===== config.mk =====
export PLATFORM = sky130hd
export DESIGN_NAME = worker_dispatcher_flat
export DESIGN_NICKNAME = d
export VERILOG_FILES = /design/src/rtl/worker_dispatcher_pkg.sv /design/src/rtl/worker_dispatcher_if.sv /design/src/rtl/worker_dispatcher_rr_arbiter.sv /design/src/rtl/worker_dispatcher.sv /design/src/flat_wrapper.sv
export SDC_FILE = /design/constraint.sdc
export NUM_CORES = 1
export LEC_CHECK = 0
export ABC_AREA = 0
export CORE_AREA = 2 2 189 191
export DETAILED_ROUTE_END_ITERATION = 10
export DIE_AREA = 0 0 191 193
export SYNTH_ARGS = -nofsm -noshare
export SYNTH_HDL_FRONTEND = slang
export SYNTH_SLANG_ARGS = --single-unit

===== constraint.sdc =====
create_clock -name CLK -period 10.6 [get_ports CLK]
set_clock_uncertainty 0.1 [all_clocks]
set_input_delay 2.12 -clock CLK [delete_from_list [all_inputs] [get_ports CLK]]
set_output_delay 2.12 -clock CLK [all_outputs]
set_load 0.03 [all_outputs]

===== src/rtl/worker_dispatcher_pkg.sv =====
// worker_dispatcher_pkg
//   Shared widths, result field layout and helpers for the worker dispatcher
//   and anything that builds or decodes worker results (including the bench).
//   Result format: {dest_option[2:0], dest_addr[15:0], color[15:0], data[31:0]}.
package worker_dispatcher_pkg;

   localparam int PACKET_WIDTH        = 64;
   localparam int WORKER_RESULT_WIDTH = 67;
   localparam int NUM_WORKERS         = 4;
   localparam int PTR_WIDTH           = $clog2(NUM_WORKERS);

   // Result field offsets (LSB of each field)
   localparam int RES_DATA_LSB   = 0;
   localparam int RES_COLOR_LSB  = 32;
   localparam int RES_ADDR_LSB   = 48;
   localparam int RES_OPT_LSB    = 64;

   typedef logic [PACKET_WIDTH-1:0]        packet_t;
   typedef logic [WORKER_RESULT_WIDTH-1:0] worker_result_t;

   typedef struct packed {
      logic [2:0]  dest_option;
      logic [15:0] dest_addr;
      logic [15:0] color;
      logic [31:0] data;
   } worker_result_s;

   function automatic worker_result_t make_worker_result(
      input logic [2:0]  dest_option,
      input logic [15:0] dest_addr,
      input logic [15:0] color,
      input logic [31:0] data);
      worker_result_s r;
      r.dest_option = dest_option;
      r.dest_addr   = dest_addr;
      r.color       = color;
      r.data        = data;
      return worker_result_t'(r);
   endfunction

   // Round-robin pointer advance: one past the granted index, wrapping at NUM_WORKERS
   function automatic logic [PTR_WIDTH-1:0] rr_next(input logic [PTR_WIDTH-1:0] idx);
      return (idx == PTR_WIDTH'(NUM_WORKERS-1)) ? '0 : idx + 1'b1;
   endfunction

endpackage


===== src/rtl/worker_dispatcher_if.sv =====
// worker_dispatcher_if
//   Bundles the packet-in, per-worker packet-out, per-worker result-in and
//   merged result-out handshakes plus BUSY.
//   slave : dispatcher view (drives READY upstream, VALID/DATA downstream)
//   master: environment view (source, workers and writeback side)
interface worker_dispatcher_if;
   import worker_dispatcher_pkg::*;

   logic                                             RECEIVE_PC_VALID;
   logic                                             RECEIVE_PC_READY;
   packet_t                                          RECEIVE_PC_DATA;
   logic [NUM_WORKERS-1:0]                           SEND_W_VALID;
   logic [NUM_WORKERS-1:0]                           SEND_W_READY;
   packet_t                                          SEND_W_DATA;
   logic [NUM_WORKERS-1:0]                           RECEIVE_WR_VALID;
   logic [NUM_WORKERS-1:0]                           RECEIVE_WR_READY;
   logic [NUM_WORKERS-1:0][WORKER_RESULT_WIDTH-1:0]  RECEIVE_WR_DATA;
   logic                                             SEND_WR_VALID;
   logic                                             SEND_WR_READY;
   worker_result_t                                   SEND_WR_DATA;
   logic                                             BUSY;

   modport slave (
      input  RECEIVE_PC_VALID, RECEIVE_PC_DATA, SEND_W_READY,
             RECEIVE_WR_VALID, RECEIVE_WR_DATA, SEND_WR_READY,
      output RECEIVE_PC_READY, SEND_W_VALID, SEND_W_DATA,
             RECEIVE_WR_READY, SEND_WR_VALID, SEND_WR_DATA, BUSY
   );

   modport master (
      output RECEIVE_PC_VALID, RECEIVE_PC_DATA, SEND_W_READY,
             RECEIVE_WR_VALID, RECEIVE_WR_DATA, SEND_WR_READY,
      input  RECEIVE_PC_READY, SEND_W_VALID, SEND_W_DATA,
             RECEIVE_WR_READY, SEND_WR_VALID, SEND_WR_DATA, BUSY
   );

endinterface


===== src/rtl/worker_dispatcher_rr_arbiter.sv =====
// rr_arbiter
//   Combinational round-robin pick: first requester at or after ptr (mod N).
//   Ports: req[N] in, ptr in; grant[N] one-hot out, grant_idx out, any out.
module rr_arbiter #(
   parameter int N = 4,
   parameter int W = (N > 1) ? $clog2(N) : 1
) (
   input  logic [N-1:0] req,
   input  logic [W-1:0] ptr,
   output logic [N-1:0] grant,
   output logic [W-1:0] grant_idx,
   output logic         any
);

   logic [W-1:0] idx;

   always_comb begin
      grant     = '0;
      grant_idx = '0;
      any       = 1'b0;
      idx       = '0;
      for (int k = 0; k < N; k++) begin
         idx = W'((int'(ptr) + k) % N);
         if (!any && req[idx]) begin
            grant[idx] = 1'b1;
            grant_idx  = idx;
            any        = 1'b1;
         end
      end
   end

endmodule


===== src/rtl/worker_dispatcher.sv =====
// worker_dispatcher
//   Takes one packet stream and hands each packet to one ready worker
//   (round robin), and merges worker results into one stream (round robin).
//   One registered slot per side gives one packet in and one result out per cycle.
//   Ports: CLK, RST (sync, active high); io (worker_dispatcher_if.slave) carries
//   all handshakes, data and BUSY.
module worker_dispatcher
   import worker_dispatcher_pkg::*;
(
   input  logic                CLK,
   input  logic                RST,
   worker_dispatcher_if.slave  io
);

   logic                   pkt_full_q, pkt_full_d;
   packet_t                pkt_data_q, pkt_data_d;
   logic [PTR_WIDTH-1:0]   disp_ptr_q, disp_ptr_d;
   logic                   res_full_q, res_full_d;
   worker_result_t         res_data_q, res_data_d;
   logic [PTR_WIDTH-1:0]   coll_ptr_q, coll_ptr_d;

   logic [NUM_WORKERS-1:0] d_grant, c_grant;
   logic [PTR_WIDTH-1:0]   d_idx, c_idx;
   logic                   d_any, c_any;
   logic                   dispatch_fire, pc_ready, accept;
   logic                   can_take, collect, drain;

   // Dispatch: requests are the worker READYs, so VALID follows READY combinationally
   rr_arbiter #(.N(NUM_WORKERS), .W(PTR_WIDTH)) u_disp_arb (
      .req(io.SEND_W_READY), .ptr(disp_ptr_q),
      .grant(d_grant), .grant_idx(d_idx), .any(d_any)
   );

   // Collect: requests are the worker result VALIDs
   rr_arbiter #(.N(NUM_WORKERS), .W(PTR_WIDTH)) u_coll_arb (
      .req(io.RECEIVE_WR_VALID), .ptr(coll_ptr_q),
      .grant(c_grant), .grant_idx(c_idx), .any(c_any)
   );

   // State registers
   always_ff @(posedge CLK) begin
      if (RST) begin
         pkt_full_q <= 1'b0;
         pkt_data_q <= '0;
         disp_ptr_q <= '0;
         res_full_q <= 1'b0;
         res_data_q <= '0;
         coll_ptr_q <= '0;
      end else begin
         pkt_full_q <= pkt_full_d;
         pkt_data_q <= pkt_data_d;
         disp_ptr_q <= disp_ptr_d;
         res_full_q <= res_full_d;
         res_data_q <= res_data_d;
         coll_ptr_q <= coll_ptr_d;
      end
   end

   // Next state
   always_comb begin
      dispatch_fire = pkt_full_q && d_any;
      // Refill allowed in the same cycle the held packet leaves
      pc_ready      = !RST && (!pkt_full_q || dispatch_fire);
      accept        = io.RECEIVE_PC_VALID && pc_ready;
      can_take      = !res_full_q || io.SEND_WR_READY;
      collect       = !RST && can_take && c_any;
      drain         = res_full_q && io.SEND_WR_READY;

      pkt_full_d = pkt_full_q;
      pkt_data_d = pkt_data_q;
      disp_ptr_d = disp_ptr_q;
      if (dispatch_fire) begin
         pkt_full_d = 1'b0;
         disp_ptr_d = rr_next(d_idx);
      end
      if (accept) begin
         pkt_full_d = 1'b1;
         pkt_data_d = io.RECEIVE_PC_DATA;
      end

      res_full_d = res_full_q;
      res_data_d = res_data_q;
      coll_ptr_d = coll_ptr_q;
      if (drain) res_full_d = 1'b0;
      if (collect) begin
         res_full_d = 1'b1;
         res_data_d = io.RECEIVE_WR_DATA[c_idx];
         coll_ptr_d = rr_next(c_idx);
      end
   end

   // Outputs; everything forced low while RST is high
   always_comb begin
      io.RECEIVE_PC_READY = pc_ready;
      io.SEND_W_VALID     = (!RST && pkt_full_q) ? d_grant : '0;
      io.SEND_W_DATA      = RST ? '0 : pkt_data_q;
      io.RECEIVE_WR_READY = (!RST && can_take) ? c_grant : '0;
      io.SEND_WR_VALID    = !RST && res_full_q;
      io.SEND_WR_DATA     = RST ? '0 : res_data_q;
      io.BUSY             = !RST && (pkt_full_q || res_full_q);
   end

endmodule


===== src/flat_wrapper.sv =====
// flat-port wrapper written by rule: the top's interface ports become plain ports
module worker_dispatcher_flat import worker_dispatcher_pkg::*;
  (CLK, RST, io_RECEIVE_PC_VALID, io_RECEIVE_PC_DATA, io_SEND_W_READY, io_RECEIVE_WR_VALID, io_RECEIVE_WR_DATA, io_SEND_WR_READY, io_RECEIVE_PC_READY, io_SEND_W_VALID, io_SEND_W_DATA, io_RECEIVE_WR_READY, io_SEND_WR_VALID, io_SEND_WR_DATA, io_BUSY);
  worker_dispatcher_if io_i ();
  input  logic CLK;
  input  logic RST;
  input wire logic [$bits(io_i.RECEIVE_PC_VALID)-1:0] io_RECEIVE_PC_VALID;
  input wire logic [$bits(io_i.RECEIVE_PC_DATA)-1:0] io_RECEIVE_PC_DATA;
  input wire logic [$bits(io_i.SEND_W_READY)-1:0] io_SEND_W_READY;
  input wire logic [$bits(io_i.RECEIVE_WR_VALID)-1:0] io_RECEIVE_WR_VALID;
  input wire logic [$bits(io_i.RECEIVE_WR_DATA)-1:0] io_RECEIVE_WR_DATA;
  input wire logic [$bits(io_i.SEND_WR_READY)-1:0] io_SEND_WR_READY;
  output wire logic [$bits(io_i.RECEIVE_PC_READY)-1:0] io_RECEIVE_PC_READY;
  output wire logic [$bits(io_i.SEND_W_VALID)-1:0] io_SEND_W_VALID;
  output wire logic [$bits(io_i.SEND_W_DATA)-1:0] io_SEND_W_DATA;
  output wire logic [$bits(io_i.RECEIVE_WR_READY)-1:0] io_RECEIVE_WR_READY;
  output wire logic [$bits(io_i.SEND_WR_VALID)-1:0] io_SEND_WR_VALID;
  output wire logic [$bits(io_i.SEND_WR_DATA)-1:0] io_SEND_WR_DATA;
  output wire logic [$bits(io_i.BUSY)-1:0] io_BUSY;
  assign io_i.RECEIVE_PC_VALID = io_RECEIVE_PC_VALID;
  assign io_i.RECEIVE_PC_DATA = io_RECEIVE_PC_DATA;
  assign io_i.SEND_W_READY = io_SEND_W_READY;
  assign io_i.RECEIVE_WR_VALID = io_RECEIVE_WR_VALID;
  assign io_i.RECEIVE_WR_DATA = io_RECEIVE_WR_DATA;
  assign io_i.SEND_WR_READY = io_SEND_WR_READY;
  assign io_RECEIVE_PC_READY = io_i.RECEIVE_PC_READY;
  assign io_SEND_W_VALID = io_i.SEND_W_VALID;
  assign io_SEND_W_DATA = io_i.SEND_W_DATA;
  assign io_RECEIVE_WR_READY = io_i.RECEIVE_WR_READY;
  assign io_SEND_WR_VALID = io_i.SEND_WR_VALID;
  assign io_SEND_WR_DATA = io_i.SEND_WR_DATA;
  assign io_BUSY = io_i.BUSY;
  worker_dispatcher u_core (.CLK(CLK), .RST(RST), .io(io_i));
endmodule

# Word-level counts from Yosys, hierarchy flattened
# Cells that the tools add are included.
# totals
regBits	137
inputBits	344
out_inout_bits	142
word_cells	144
# classes
addsub	8
n_lt_le_gt_ge	17
eq_ne	2
muxes	68
bitwise	6
reduce_logical	37
# ops
operator	count
$bmux 67 s2	1
$mux 67	2
$mux 64	1
$mux 4	10
$mux 1	28
$lt 2x3->1 const B	9
$or 4x4->4	6
$logic_and 1x1->1	23
$mux 2	10
$bmux 1 s2	8
$demux 1 s2	8
$ge 2x1->1 const B	8
$logic_not 1->1	9
$add 2x1->2 const B	4
$add 2x2->2 const B	4
$eq 2x2->1 const B	2
$reduce_bool 2->1	2
$logic_or 1x1->1	3

# Depth between registers and ports, before layout
# logic_depth
ltp_word	17
ltp_mapped	15
ltp_nobuf	10

# Modules after synthesis
# A second synthesis with hierarchy kept.
# hier_totals
hier_cells	639
hier_area_um2	8282.9
# by_module_without_submodules
mod	instances	cells_each	area_per_inst_um2	seq_area_each_um2
worker_dispatcher	1	549	7439.6	2742.6
rr_arbiter	2	45	421.7	0.0

# Least setup slack after synthesis
# No wires, ideal clock.
# synth_timing
path_type	input to output
startpoint	in io_RECEIVE_WR_VALID[2]
endpoint	out io_RECEIVE_WR_READY[0]
arrival_time_ns	4.060
required_time_ns	8.380
setup_slack_ns	4.320
path_stages	9
path_buffers	3
path_cell_list	clkbuf_1 > mux4_2 > nor2b_1 > buf_6 > clkbuf_1 > a22oi_1 > nor2_1 > a221oi_1 > nor2_1
# synth_via
elab_chain_len	13
word_cells_on_any_way	25
classes_between	mux: 16; bitwise: 3; reduce/logical: 6
# synth_rtl
element	line_no	text
start: declaration	flat_wrapper.sv:10	input wire logic [$bits(io_i.RECEIVE_WR_VALID)-1:0] io_RECEIVE_WR_VALID;
$bmux 1 s2	worker_dispatcher_rr_arbiter.sv:24	if (!any && req[idx]) begin
$mux 1 (implied by the code)	worker_dispatcher_rr_arbiter.sv:24	
$mux 1	worker_dispatcher_rr_arbiter.sv:24	
$logic_not 1->1	worker_dispatcher_rr_arbiter.sv:24	
$logic_and 1x1->1	worker_dispatcher_rr_arbiter.sv:24	
$mux 1	worker_dispatcher_rr_arbiter.sv:24	
$logic_not 1->1	worker_dispatcher_rr_arbiter.sv:24	
$logic_and 1x1->1	worker_dispatcher_rr_arbiter.sv:24	
$mux 1	worker_dispatcher_rr_arbiter.sv:24	
$logic_not 1->1	worker_dispatcher_rr_arbiter.sv:24	
$logic_and 1x1->1	worker_dispatcher_rr_arbiter.sv:24	
$mux 4 *	worker_dispatcher_rr_arbiter.sv:24	
$mux 4 *	worker_dispatcher.sv:97	io.RECEIVE_WR_READY = (!RST && can_take) ? c_grant : '0;
end: declaration	flat_wrapper.sv:16	output wire logic [$bits(io_i.RECEIVE_WR_READY)-1:0] io_RECEIVE_WR_READY;
# Every way passes the cells marked *; elsewhere a longest branch is shown, timed or not. The select of a mux whose other input is x is not followed.

# Final worst setup path
# layout_timing
startpoint	in io_RECEIVE_WR_VALID[2]
endpoint	out io_RECEIVE_WR_READY[1]
# Same word-level chain as after synthesis.

==> flow_metrics.tcl <==
set metrics [dict create \
    p_clk_frac 0.180 \
    clock_latency_ns 0.43 \
    die_h_um 193 \
    overflow 0 \
    core_um2 35000 \
    post_drt_wl_per_cell_um 22.1 \
    stdcell_count 2148 \
    grt_pass1_wl_um 68900 \
    std_cell_rows 69 \
    p_switching_uw 1780 \
    setup_viol 0 \
    postCtsHoldBufs 0 \
    cts_tree "built" \
    crit_fanout 11 \
    comb_power_share 0.626 \
    die_w_um 191 \
    min_to "u_core.res_data_q[0]" \
    cts_htree_levels 4 \
    gp_congestion 0.834 \
    finalWorstPathRequiredPeriod_ns 7.38 \
    crit_start "io_RECEIVE_WR_VALID[2]" \
    relSlewSlack 0.201 \
    crit_path_start_kind "primary input" \
    ys_ff_latch 137 \
    r2r_end "u_core.res_data_q[21]" \
    syn_nets 1649 \
    min_path_cells 3 \
    rsz0062_at_grt "no" \
    cp.depth 6 \
    drtAntennaViolNets 0 \
    first_iter_violations 888 \
    pre_cts_ws_ns 3.28 \
    dp_cells 2112 \
    cts.sinks 137 \
    via_per_inst 5.54 \
    intPower_uw 1880 \
    max_stage_delay_ns 0.71 \
    dieArea_um2 36900 \
    required_ns 8.38 \
    max_slew.worst_pin.slew_ns 1.20 \
    postCtsSetupBuffers 0 \
    ys_seq_area_frac 0.261 \
    postLayoutSetupSlackWorst_ns 3.22 \
    drt-pass1-iter-count 9 \
    end_kind "output port" \
    slew_viol_final 0 \
    r2r_setup_slack_ns 5.14 \
    cts-resized-gates 0 \
    fin_crit_sh 0.697 \
    hpwl_um 32800 \
    avgSynthCellArea_um2 8.15 \
    synthCells 1290 \
    seq_power_share 0.194 \
    synth_ff_type "dfxtp_1" \
    path_buf_inv 2 \
    routed_wl_um 47600 \
    clk_root_buffer_cell "clkbuf_16" \
    cts_buffers 17 \
    worstHoldStart "u_core.res_data_q[0]" \
    cpMostUsedCell "clkdlybuf4s50_1" \
    nets 2029 \
    grt_pass1_vias 11200 \
    syn2layout_area_growth_pct 52.8 \
    max-cap-violations 0 \
    initial_core_util 0.301 \
    synth_top_area_frac 0.261 \
    ys_warn_count 0 \
    status "completed" \
    critical_path_class "in2out" \
    synth_edf_count 0 \
    drc 0 \
    finish.instance_area_um2 16100 \
    track_usage 0.244 \
    grt_max_degree 91 \
    yosysTopAreaCell "dfxtp_1" \
    clk_pin_slew_ns 0.06 \
    place_area_um2 15400 \
    antenna_found_initial 3 \
    syn_area_um2 10500 \
    r2r_start "u_core.coll_ptr_q[0]" \
    tns_ns 0 \
    vias 11900 \
    switching_share 0.487 \
    finalHoldViolations 0 \
    layout-drive-gt1-share 0.100 \
    top_level_ports 486 \
    timing.fmax_mhz 135 \
    critPathTopFamily "buffers and inverters" \
    cp_slowest_cell "nor4_1" \
    synthTopCellsByArea "dfxtp_1 (26%), nor2b_1 (8.0%), mux2_2 (6.3%)" \
    ir_drop_mv 0.193 \
    cts_max_path_buffers 2 \
    powerDensity_nw_per_um2 228 \
    path_cells "clkdlybuf4s50_1 -> mux4_2 -> nor4_1 -> a221oi_1 -> nor2_1 -> clkdlybuf4s50_1" \
    reg2reg_depth 9 \
    postSynth.asyncResetShare 0 \
    port-buffer-count 485 \
    hp-class "reg2reg" \
    leakagePower_uw 0.00584 \
    crit_arrival_ns 5.16 \
    ys_types 52 \
]
## synth_stat cells (all sizes together), types with 2 or more instances
library cell,number
a2111oi,95
a211oi,40
a21oi,63
a221oi,9
a222oi,40
a22oi,9
and3,69
buf,63
clkbuf,75
dfxtp,137
ha,15
inv,5
mux2,69
mux2i,33
mux4,6
nand2,172
nand2b,3
nand3,97
nand3b,2
nor2,73
nor2b,134
nor4,3
o21a,2
o21ai,7
o2bb2ai,27
o31ai,28
or2,3
or3,2
## sequential cells by signal (all words and copies together) (netlist names)
register / flops
u_core.pkt_full_q: 1
u_core.res_data_q: 67
u_core.disp_ptr_q: 2
u_core.pkt_data_q: 64
u_core.res_full_q: 1
u_core.coll_ptr_q: 2
## worst max-delay path by stage
stage | end
after floorplan | io_RECEIVE_WR_READY[0]
after global placement | io_RECEIVE_WR_READY[0]
after detailed placement | io_RECEIVE_WR_READY[1]
after CTS | io_RECEIVE_WR_READY[1]
after global routing | io_RECEIVE_WR_READY[3]
final | io_RECEIVE_WR_READY[1]
## power groups by stage
stage / logic [uW] / clock network, uW / registers, uW
2_1_floorplan: 1620 / 0 / 682
3_3_place_gp: 2260 / 0 / 716
3_5_place_dp: 2280 / 0 / 719
4_1_cts: 2290 / 673 / 708
5_1_grt: 2470 / 694 / 723
6_report: 2290 / 659 / 709
## placed cells by master (no fill, tap or decap), types with 3 or more instances in the layout
cell type / netlist / final
mux2_2: 59 / 59
and3_1: 69 / 69
mux4_2: 6 / 6
diode_2: 0 / 4
mux2_1: 10 / 10
o2bb2ai_1: 27 / 27
mux2i_1: 32 / 31
a2111oi_1: 11 / 11
nor4_1: 3 / 3
clkdlybuf4s50_1: 0 / 484
a211oi_1: 40 / 40
nand2_1: 171 / 171
buf_4: 3 / 15
a222oi_1: 40 / 40
nor2b_1: 134 / 133
o31ai_1: 28 / 28
a21oi_1: 63 / 63
a22oi_1: 9 / 9
clkinvlp_4: 0 / 3
o21ai_0: 5 / 5
inv_1: 5 / 5
nor2_1: 72 / 68
nand3_1: 96 / 96
nor2_4: 0 / 4
a2111oi_0: 46 / 46
a2111oi_2: 38 / 38
bufinv_16: 0 / 3
dfxtp_1: 137 / 136
clkbuf_16: 0 / 17
a221oi_1: 9 / 9
ha_1: 15 / 15
inv_6: 0 / 5
## final cells by class
type	count	area, um^2
timing repair buffer	499	4960
sequential	137	2750
clock inverter	14	188
clock buffer	18	429
tap	461	577
antenna	4	10.0
inverter	6	22.5
fill	3417	18900
multi-input combinational	1009	7130
## through the flow
stage / power, uW / util / hold slack [ns]
2_1_floorplan: 2300 / - / 0.379
3_3_place_gp: 2970 / 0.441 / 0.457
3_5_place_dp: 3000 / 0.441 / 0.463
4_1_cts: 3670 / 0.459 / 0.476
5_1_grt: 3890 / 0.459 / 0.502
6_report: 3660 / 0.459 / 0.470
## worst register-to-register path: cells and delay by family (launching register included)
family | cells | cell delay (ns)
and+or+nand+nor | 2 | 1.99
buffers and inverters | 2 | 0.45
muxes | 1 | 0.23
AOI/OAI and AO/OA | 3 | 1.23
DFF | 1 | 0.73
adders and majority gates | 1 | 0.65
## logic make-up after synthesis
group                      after synthesis  synth area share
DFF                                    137             0.261
xor gates and xnor gates                 1          0.000833
buffers and inverters                  144            0.0675
and+or+nand+nor                        560             0.266
adders and majority gates               15            0.0179
AOI/OAI and AO/OA                      325             0.268
muxes                                  108             0.119
## per-layer routing
metal  vias to the layer above  wire length (um)  track usage
met2                       549             23300        0.424
met1                      5670             18700        0.287
li1                       5622                 -            -
met4                         0              1430       0.0945
met3                        66              4130       0.0643
met5                         -                 0            0
No activity file was read; power rests on OpenSTA's default activity.
